<file path="config.mk">
export PLATFORM = sky130hd
export DESIGN_NAME = uart_tx_ctrl_flat
export DESIGN_NICKNAME = d
export VERILOG_FILES = /design/src/rtl/uart_tx_ctrl_if.sv /design/src/rtl/uart_tx_ctrl.sv /design/src/flat_wrapper.sv
export SDC_FILE = /design/constraint.sdc
export NUM_CORES = 1
export LEC_CHECK = 0
export ABC_AREA = 0
export CORE_AREA = 2 2 47 49
export CTS_BUF_LIST = sky130_fd_sc_hd__clkbuf_8
export CTS_CLUSTER_DIAMETER = 150
export DETAILED_ROUTE_END_ITERATION = 6
export DIE_AREA = 0 0 49 51
export PLACE_DENSITY_LB_ADDON = 0.05
export SLEW_MARGIN = 25
export SYNTH_ARGS = -nofsm -noshare
export SYNTH_HDL_FRONTEND = slang
export SYNTH_SLANG_ARGS = --single-unit
</file>
<file path="constraint.sdc">
create_clock -name clk -period 2.9 [get_ports clk]
set_clock_uncertainty 0.1 [all_clocks]
set_input_delay 0.29 -clock clk [delete_from_list [all_inputs] [get_ports clk]]
set_output_delay 0.29 -clock clk [all_outputs]
set_load 0.01 [all_outputs]
</file>
<file path="src/rtl/uart_tx_ctrl_if.sv">
// Host byte handshake, PISO strobes and serial line of the UART transmit controller.
// slave: the controller side; master: the host/PISO/line side.
interface uart_tx_ctrl_if;
  // tx_valid/tx_ready: a byte moves on every clock edge where both are high,
  // and tx_valid does not have to wait for tx_ready before it rises.
  logic [7:0] tx_data;
  logic       tx_valid;
  logic       tx_ready;
  logic [7:0] piso_data;
  logic       piso_ld;
  logic       piso_shift;
  logic       piso_out;
  logic       tx;
  logic       tx_busy;
  logic       tx_done;

  modport slave (
    input  tx_data, tx_valid, piso_out,
    output tx_ready, piso_data, piso_ld, piso_shift, tx, tx_busy, tx_done
  );

  modport master (
    output tx_data, tx_valid, piso_out,
    input  tx_ready, piso_data, piso_ld, piso_shift, tx, tx_busy, tx_done
  );
endinterface

</file>
<file path="src/rtl/uart_tx_ctrl.sv">
// UART transmit sequencer: 1 start, 8 data bits LSB first, 1 stop, no parity.
// Drives an external 8-bit PISO through ld/shift strobes and muxes its output onto tx.
module uart_tx_ctrl #(
  parameter int CLKS_PER_BIT = 868,
  parameter int DATA_BITS    = 8
) (
  input  logic           clk,
  input  logic           rst,
  uart_tx_ctrl_if.slave  bus,
  output logic [1:0]     state_o
);

  localparam int             CW       = $clog2(CLKS_PER_BIT);
  localparam logic [CW-1:0]  LAST_CNT = CW'(CLKS_PER_BIT - 1);
  localparam logic [2:0]     LAST_BIT = 3'(DATA_BITS - 1);

  typedef enum logic [1:0] {
    S_IDLE  = 2'd0,
    S_START = 2'd1,
    S_DATA  = 2'd2,
    S_STOP  = 2'd3
  } state_e;

  state_e         state_q, state_d;
  logic [CW-1:0]  baud_cnt_q, baud_cnt_d;
  logic [2:0]     bit_cnt_q, bit_cnt_d;
  logic           tx_done_q, tx_done_d;
  logic           shift_d;
  logic           tick;
  logic           accept;
  logic           tx_line;

  assign tick   = (baud_cnt_q == LAST_CNT);
  assign accept = bus.tx_valid && bus.tx_ready;

  // Ready is gated by rst so nothing can be loaded while reset is held.
  assign bus.tx_ready   = (state_q == S_IDLE) && !rst;
  assign bus.piso_ld    = accept;
  assign bus.piso_data  = bus.tx_data;
  assign bus.piso_shift = shift_d;
  assign bus.tx         = tx_line;
  assign bus.tx_busy    = (state_q != S_IDLE);
  assign bus.tx_done    = tx_done_q;
  assign state_o        = state_q;

  always_ff @(posedge clk) begin
    if (rst) begin
      state_q    <= S_IDLE;
      baud_cnt_q <= '0;
      bit_cnt_q  <= '0;
      tx_done_q  <= 1'b0;
    end else begin
      state_q    <= state_d;
      baud_cnt_q <= baud_cnt_d;
      bit_cnt_q  <= bit_cnt_d;
      tx_done_q  <= tx_done_d;
    end
  end

  always_comb begin
    state_d    = state_q;
    baud_cnt_d = '0;
    bit_cnt_d  = bit_cnt_q;
    tx_done_d  = 1'b0;
    shift_d    = 1'b0;

    if (state_q != S_IDLE) begin
      baud_cnt_d = tick ? '0 : baud_cnt_q + CW'(1);
    end

    unique case (state_q)
      S_IDLE: begin
        if (accept) begin
          state_d   = S_START;
          bit_cnt_d = '0;
        end
      end
      S_START: begin
        if (tick) begin
          state_d = S_DATA;
        end
      end
      S_DATA: begin
        // The last data bit leaves the PISO untouched: 7 shifts per frame.
        if (tick) begin
          if (bit_cnt_q != LAST_BIT) begin
            shift_d   = !rst;
            bit_cnt_d = bit_cnt_q + 3'd1;
          end else begin
            state_d = S_STOP;
          end
        end
      end
      S_STOP: begin
        if (tick) begin
          state_d   = S_IDLE;
          tx_done_d = 1'b1;
        end
      end
      default: begin
        state_d = S_IDLE;
      end
    endcase
  end

  always_comb begin
    tx_line = 1'b1;
    unique case (state_q)
      S_START: tx_line = 1'b0;
      S_DATA:  tx_line = bus.piso_out;
      default: tx_line = 1'b1;
    endcase
  end

endmodule
</file>
<file path="src/flat_wrapper.sv">
// flat-port wrapper written by rule: the top's interface ports become plain ports
module uart_tx_ctrl_flat 
#(
  parameter int CLKS_PER_BIT = 868,
  parameter int DATA_BITS    = 8
)
  (clk, rst, state_o, bus_tx_data, bus_tx_valid, bus_piso_out, bus_tx_ready, bus_piso_data, bus_piso_ld, bus_piso_shift, bus_tx, bus_tx_busy, bus_tx_done);
  uart_tx_ctrl_if bus_i ();
  input  logic clk;
  input  logic rst;
  output logic [1:0] state_o;
  input wire logic [$bits(bus_i.tx_data)-1:0] bus_tx_data;
  input wire logic [$bits(bus_i.tx_valid)-1:0] bus_tx_valid;
  input wire logic [$bits(bus_i.piso_out)-1:0] bus_piso_out;
  output wire logic [$bits(bus_i.tx_ready)-1:0] bus_tx_ready;
  output wire logic [$bits(bus_i.piso_data)-1:0] bus_piso_data;
  output wire logic [$bits(bus_i.piso_ld)-1:0] bus_piso_ld;
  output wire logic [$bits(bus_i.piso_shift)-1:0] bus_piso_shift;
  output wire logic [$bits(bus_i.tx)-1:0] bus_tx;
  output wire logic [$bits(bus_i.tx_busy)-1:0] bus_tx_busy;
  output wire logic [$bits(bus_i.tx_done)-1:0] bus_tx_done;
  assign bus_i.tx_data = bus_tx_data;
  assign bus_i.tx_valid = bus_tx_valid;
  assign bus_i.piso_out = bus_piso_out;
  assign bus_tx_ready = bus_i.tx_ready;
  assign bus_piso_data = bus_i.piso_data;
  assign bus_piso_ld = bus_i.piso_ld;
  assign bus_piso_shift = bus_i.piso_shift;
  assign bus_tx = bus_i.tx;
  assign bus_tx_busy = bus_i.tx_busy;
  assign bus_tx_done = bus_i.tx_done;
  uart_tx_ctrl #(.CLKS_PER_BIT(CLKS_PER_BIT), .DATA_BITS(DATA_BITS)) u_core (.clk(clk), .rst(rst), .bus(bus_i), .state_o(state_o));
endmodule
</file>
==> impl_metrics.toml, run 1 <==
[outcome]
status = "finished, final reports clean"

[synthesis]
synth_top_area_share_pct = 35.7
synth_cell_types = 28
ys_ff_latch = 16
ys_warn_count = 0
ys_seq_area_share_pct = 35.7
synth_nets = 120
synth.avg_cell_area_um2 = 8.98
synth_area_um2 = 898
synth_top_area_cell = "dfxtp_1"
ys_top_cells_by_area = "dfxtp_1 (36%), ha_1 (11%), buf_4 (6.7%)"
synth_cells = 100

[worst_setup_path]
worstSetupStartpointType = "flop"
cp_top_family = "simple AND/OR/NAND/NOR gates"
rrSetupSlack_ns = 0.63
slowest_delay_ns = 0.56
crit_buf_inv = 1
path_class = "reg -> out"
cp_data_required_time_ns = 2.51
rr_endpoint = "u_core.bit_cnt_q[0]$_SDFFE_PP0P_"
cp.depth = 5
cp-startpoint = "u_core.baud_cnt_q[0]$_SDFF_PP0_"
cp-endpoint = "bus_piso_shift"
reg2reg_depth = 6
r2r_start = "u_core.baud_cnt_q[0]$_SDFF_PP0_"
crit_fanout = 4
cp-end-kind = "output pin"
cp_cell_sequence = "ha_1 > or4b_1 > or3_1 > nor3_1 > clkdlybuf4s50_1"
arrival_ns = 2.34
cp_slowest_cell = "clkdlybuf4s50_1"

[floorplan]
placementRows = 17
start_util_pct = 43.5
ios = 28
die_x_um = 49
floorplan.die_area_mm2 = 0.00250
core_area_mm2 = 0.00206
die_height_um = 51

[place]
place.gp.congestion = 0.732
place.detailed.hpwl_um = 1280
io_buffers = 11

[timing]
max_freq_ghz = 0.366
fin_crit_sh_pct = 94.2
setup_tns_ns = 0
setup_violations = 0
hold_violations = 0
post-route-min-period_ns = 2.73
rsz0062_at_grt = "false"
worstMarginPinSlew_ns = 0.489
slew_headroom_pct = 67.3
drv_slew = 0

[clocking]
cts.htree.levels = 1
cts_hold_buf = 0
insertion_delay_ns = 0.24
post-cts-setup-buffers = 0
cts_resized = 0
cts_tree = "built"
cts_buffer_depth = 2
cts_buffers = 3
clk_pin_slew_worst_paths_ns = 0.06
root_buffer = "clkbuf_8"
clock-sinks = 16

[final_layout]
drive_gt1_share_pct = 5.71
area_growth_pct = 13.2
diodes = 0
fin_util_pct = 49.3
nets = 127

[global_routing]
grt_pass1_wl_um = 2900
overflow = 0
grt_use_total_pct = 15.5
antenna_found_initial = 0
grt_max_degree = 14
grt_pass1_vias = 638

[hold_path]
min_path_type = "reg -> reg"

[power]
vdd_ir_drop_max_mv = 0.374
power.density_mw_per_mm2 = 668
p_total_uw = 680
p_leak_nw = 0.369

[detailed_routing]
ant_nets = 0
routed_via_density = 4.95
drcViolationCount = 0
wl_per_cell_um = 12.4
vias = 659
dr.pass1.iters = 4
wl_um = 1650
first_iter_violations = 10

[run]
cap_violations = 0
registers in the layout, indices dropped and copies added (netlist names):
signal,cells
u_core.baud_cnt_q,10
u_core.bit_cnt_q,3
u_core.state_o,2
u_core.bus.tx_done,1
power breakdown:
group | internal (mW) | switching (mW)
Combinational | 0.122 | 0.141
Sequential | 0.236 | 0.0161
Clock | 0.0920 | 0.0723
Total | 0.450 | 0.229
Yosys cell counts:
library cell,instances
buf_6,1
mux2i_1,1
nand2_1,6
o21ai_0,3
nor2b_1,1
xor2_1,2
a2111oi_4,1
inv_1,5
nor2_1,14
nor3_1,4
and3_1,1
nor4_1,1
ha_1,8
nand2b_1,5
or3_1,2
a2111o_1,1
o31ai_1,2
a22o_1,2
dfxtp_1,16
xnor2_1,6
nand3_1,4
nor3b_1,1
a31oi_1,1
buf_4,8
a21oi_1,1
or4b_1,1
mux2_2,1
clkbuf_1,1
layer usage:
layer / vias up / track usage (%) / part of all wire [%]
met3: 4 / 2.92 / 5.2
met5: - / 0 / 0
met2: 18 / 22.8 / 45
met4: 0 / 11.0 / 1.2
li1: 342 / - / -
met1: 295 / 20.4 / 49
kinds of logic (layout without fill, tap and decap cells):
kind of cell / count (synthesis) / in the layout / share of synthesized area, %
compound gates: 11 / 11 / 10.9
xor+xnor: 8 / 8 / 7.80
fa+ha+maj: 8 / 8 / 11.1
buf+inv: 15 / 20 / 10.4
flops: 16 / 16 / 35.7
mux: 2 / 2 / 2.37
simple gates: 40 / 40 / 21.7
area by class of cell:
cell class	count	area, um^2
flip-flops and latches	16	320
clock buffers	3	41.3
fillers	225	1050
well taps	28	35.0
repair buffers	12	118
inverters	5	18.8
multi-input cells	69	484
worst min path at each step:
stage	startpoint	to	depth (start not counted)
2_1_floorplan	u_core.baud_cnt_q[0]$_SDFF_PP0_	u_core.baud_cnt_q[0]$_SDFF_PP0_	1
3_3_place_gp	u_core.baud_cnt_q[0]$_SDFF_PP0_	u_core.baud_cnt_q[0]$_SDFF_PP0_	1
3_5_place_dp	u_core.baud_cnt_q[0]$_SDFF_PP0_	u_core.baud_cnt_q[0]$_SDFF_PP0_	1
4_1_cts	u_core.baud_cnt_q[0]$_SDFF_PP0_	u_core.baud_cnt_q[0]$_SDFF_PP0_	1
5_1_grt	u_core.baud_cnt_q[0]$_SDFF_PP0_	u_core.baud_cnt_q[0]$_SDFF_PP0_	1
6_report	u_core.baud_cnt_q[0]$_SDFF_PP0_	u_core.baud_cnt_q[0]$_SDFF_PP0_	1
worst register-to-register path: stages (launching register included):
cell	delay [ns]
dfxtp_1	0.35
ha_1	0.23
or4b_1	0.47
or3_1	0.34
buf_4	0.18
a2111oi_4	0.32
mux2_2	0.21
placed cells by master, fill, tap and decap left out, types with 3 or more instances in the layout:
cell type        synthesis  layout
nor2_1                  14      14
nand3_1                  4       4
clkdlybuf4s50_1          0      11
nor3_1                   4       4
ha_1                     8       8
o21ai_0                  3       3
xnor2_1                  6       6
dfxtp_1                 16      16
clkbuf_8                 0       3
inv_1                    5       5
nand2_1                  6       6
nand2b_1                 5       5
per-stage QoR:
stage | instances | hold WS, ns | setup slack [ns] | area [um^2]
global placement | 130 | 0.333 | 0.472 | 976
finish | 133 | 0.349 | 0.167 | 1020
global route | 133 | 0.371 | 0.0291 | 1020
CTS | 133 | 0.354 | 0.159 | 1020
detailed placement | 130 | 0.340 | 0.434 | 976
floorplan | 100 | 0.318 | 0.800 | 898
(Power assumes the default switching activity.)
==> run 2: changes to the inputs <==
--- a/config.mk
+++ b/config.mk
@@ -6,11 +6,11 @@
 export NUM_CORES = 1
 export LEC_CHECK = 0
 export ABC_AREA = 0
-export CORE_AREA = 2 2 47 49
+export CORE_AREA = 2 2 51 53
 export CTS_BUF_LIST = sky130_fd_sc_hd__clkbuf_8
 export CTS_CLUSTER_DIAMETER = 150
 export DETAILED_ROUTE_END_ITERATION = 6
-export DIE_AREA = 0 0 49 51
+export DIE_AREA = 0 0 53 55
 export PLACE_DENSITY_LB_ADDON = 0.05
 export SLEW_MARGIN = 25
 export SYNTH_ARGS = -nofsm -noshare
==> run 2 against run 1 <==
Effect of this change: routed wire length fell by 0.85%; maximum frequency decreased by 1.2%; register-to-register slack is essentially flat; die area grew 17%; critical path depth unchanged; first-iteration DRC count shrank 40%; via count rose by 0.76%; sequential power about the same; clock-buffer cell count stayed put.
==> impl_metrics.toml, run 2 (same netlist as run 1, synthesis figures left out) <==
[detailed_routing]
wl_um = 1630
drcViolationCount = 0
ant_nets = 0
routed_via_density = 4.92
vias = 664
wl_per_cell_um = 12.1
dr.pass1.iters = 4
first_iter_violations = 6

[power]
p_int_uw = 450
p_total_uw = 677
vdd_ir_drop_max_mv = 0.433
netSwitchingPower_uw = 227
p_seq_share_pct = 37.3
switching_share_pct = 33.6
p_leak_nw = 0.369
p_comb_share_pct = 38.8
p_clk_share_pct = 23.9
power.density_mw_per_mm2 = 664

[place]
place.detailed.hpwl_um = 1230
pre_cts_ws_ns = 0.389
place_area_um2 = 978
io_buffers = 11
dp.cells = 132
place.gp.congestion = 0.753

[clocking]
clock-sinks = 16
cts_buffers = 3
cts_tree = "built"
insertion_delay_ns = 0.24
root_buffer = "clkbuf_8"
clk_pin_slew_worst_paths_ns = 0.06
cts_resized = 0
cts.htree.levels = 1
cts_hold_buf = 0
cts_buffer_depth = 2
post-cts-setup-buffers = 0

[worst_setup_path]
worstSetupStartpointType = "flop"
arrival_ns = 2.38
cp_data_required_time_ns = 2.51
cp-end-kind = "output pin"
crit_fanout = 4
path_class = "reg -> out"

[global_routing]
antenna_found_initial = 0
grt_use_total_pct = 13.2
grt_pass1_vias = 629
grt_max_degree = 14
overflow = 0
grt_pass1_wl_um = 2740

[timing]
fin_crit_sh_pct = 95.4
drv_slew = 0
post-route-min-period_ns = 2.77
setup_ws_ns = 0.135
max_freq_ghz = 0.362
setup_violations = 0
rsz0062_at_grt = "false"
setup_tns_ns = 0
worstMarginPinSlew_ns = 0.511
hold_violations = 0
slew_headroom_pct = 65.8
fin_hold_ws_ns = 0.353

[floorplan]
placementRows = 18
ios = 28
start_util_pct = 38.0
floorplan.die_area_mm2 = 0.00292
die_x_um = 53
core_area_mm2 = 0.00236
die_height_um = 55

[final_layout]
final_common_cell = "dfxtp_1"
nets = 127
area_growth_pct = 13.5
top_register = "u_core.baud_cnt_q"
final_area_mm2 = 0.00102
largest_reg_flops = 10
fin_util_pct = 43.1
fin_cells = 135
diodes = 0
drive_gt1_share_pct = 5.71
final_cell_mix = "dfxtp_1 (16), nor2_1 (14), clkdlybuf4s50_1 (11), ha_1 (8)"

[outcome]
status = "finished, final reports clean"

[hold_path]
min_path_type = "reg -> reg"

[run]
cap_violations = 0
==> run 2: worst max-delay path: stages (launching register included) <==
cell and delay [ns]:
dfxtp_1 0.36, ha_1 0.23, or4b_1 0.46, or3_1 0.34, nor3_1 0.16, clkdlybuf4s50_1 0.57
==> run 2: layout make-up <==
type,count,area [um^2]
inverters,5,18.8
repair buffers,12,118
clock buffers,3,41.3
multi-input cells,69,484
well taps,30,37.5
flip-flops and latches,16,320
fillers,244,1350
==> run 2: routing by layer <==
layer  GRT usage (%)  wire length (um)  share of wire, %  up-vias
li1                -                 -                 -      348
met1            16.9               843                52      297
met2            20.6               670                41       15
met3            3.23               105               6.4        4
met4            6.84                15              0.92        0
met5               0                 0                 0        -
==> run 2: power by group through the flow <==
stage,sequential (mW),combinational (mW),clock (mW)
after global routing,0.255,0.296,0.181
after global placement,0.256,0.266,0
after detailed placement,0.257,0.266,0
after floorplan,0.259,0.172,0
final,0.252,0.263,0.162
after CTS,0.252,0.266,0.168
==> run 2: path summary, 6_finish.rpt <==
check | startpoint | to | slack, ns | depth (start not counted)
setup reg to reg | u_core.baud_cnt_q[0]$_SDFF_PP0_ | u_core.bit_cnt_q[0]$_SDFFE_PP0P_ | 0.62 | 6
hold / removal | u_core.baud_cnt_q[0]$_SDFF_PP0_ | u_core.baud_cnt_q[0]$_SDFF_PP0_ | 0.35 | 1
setup / recovery | u_core.baud_cnt_q[0]$_SDFF_PP0_ | bus_piso_shift | 0.13 | 5
hold reg to reg | u_core.baud_cnt_q[0]$_SDFF_PP0_ | u_core.baud_cnt_q[0]$_SDFF_PP0_ | 0.35 | 1
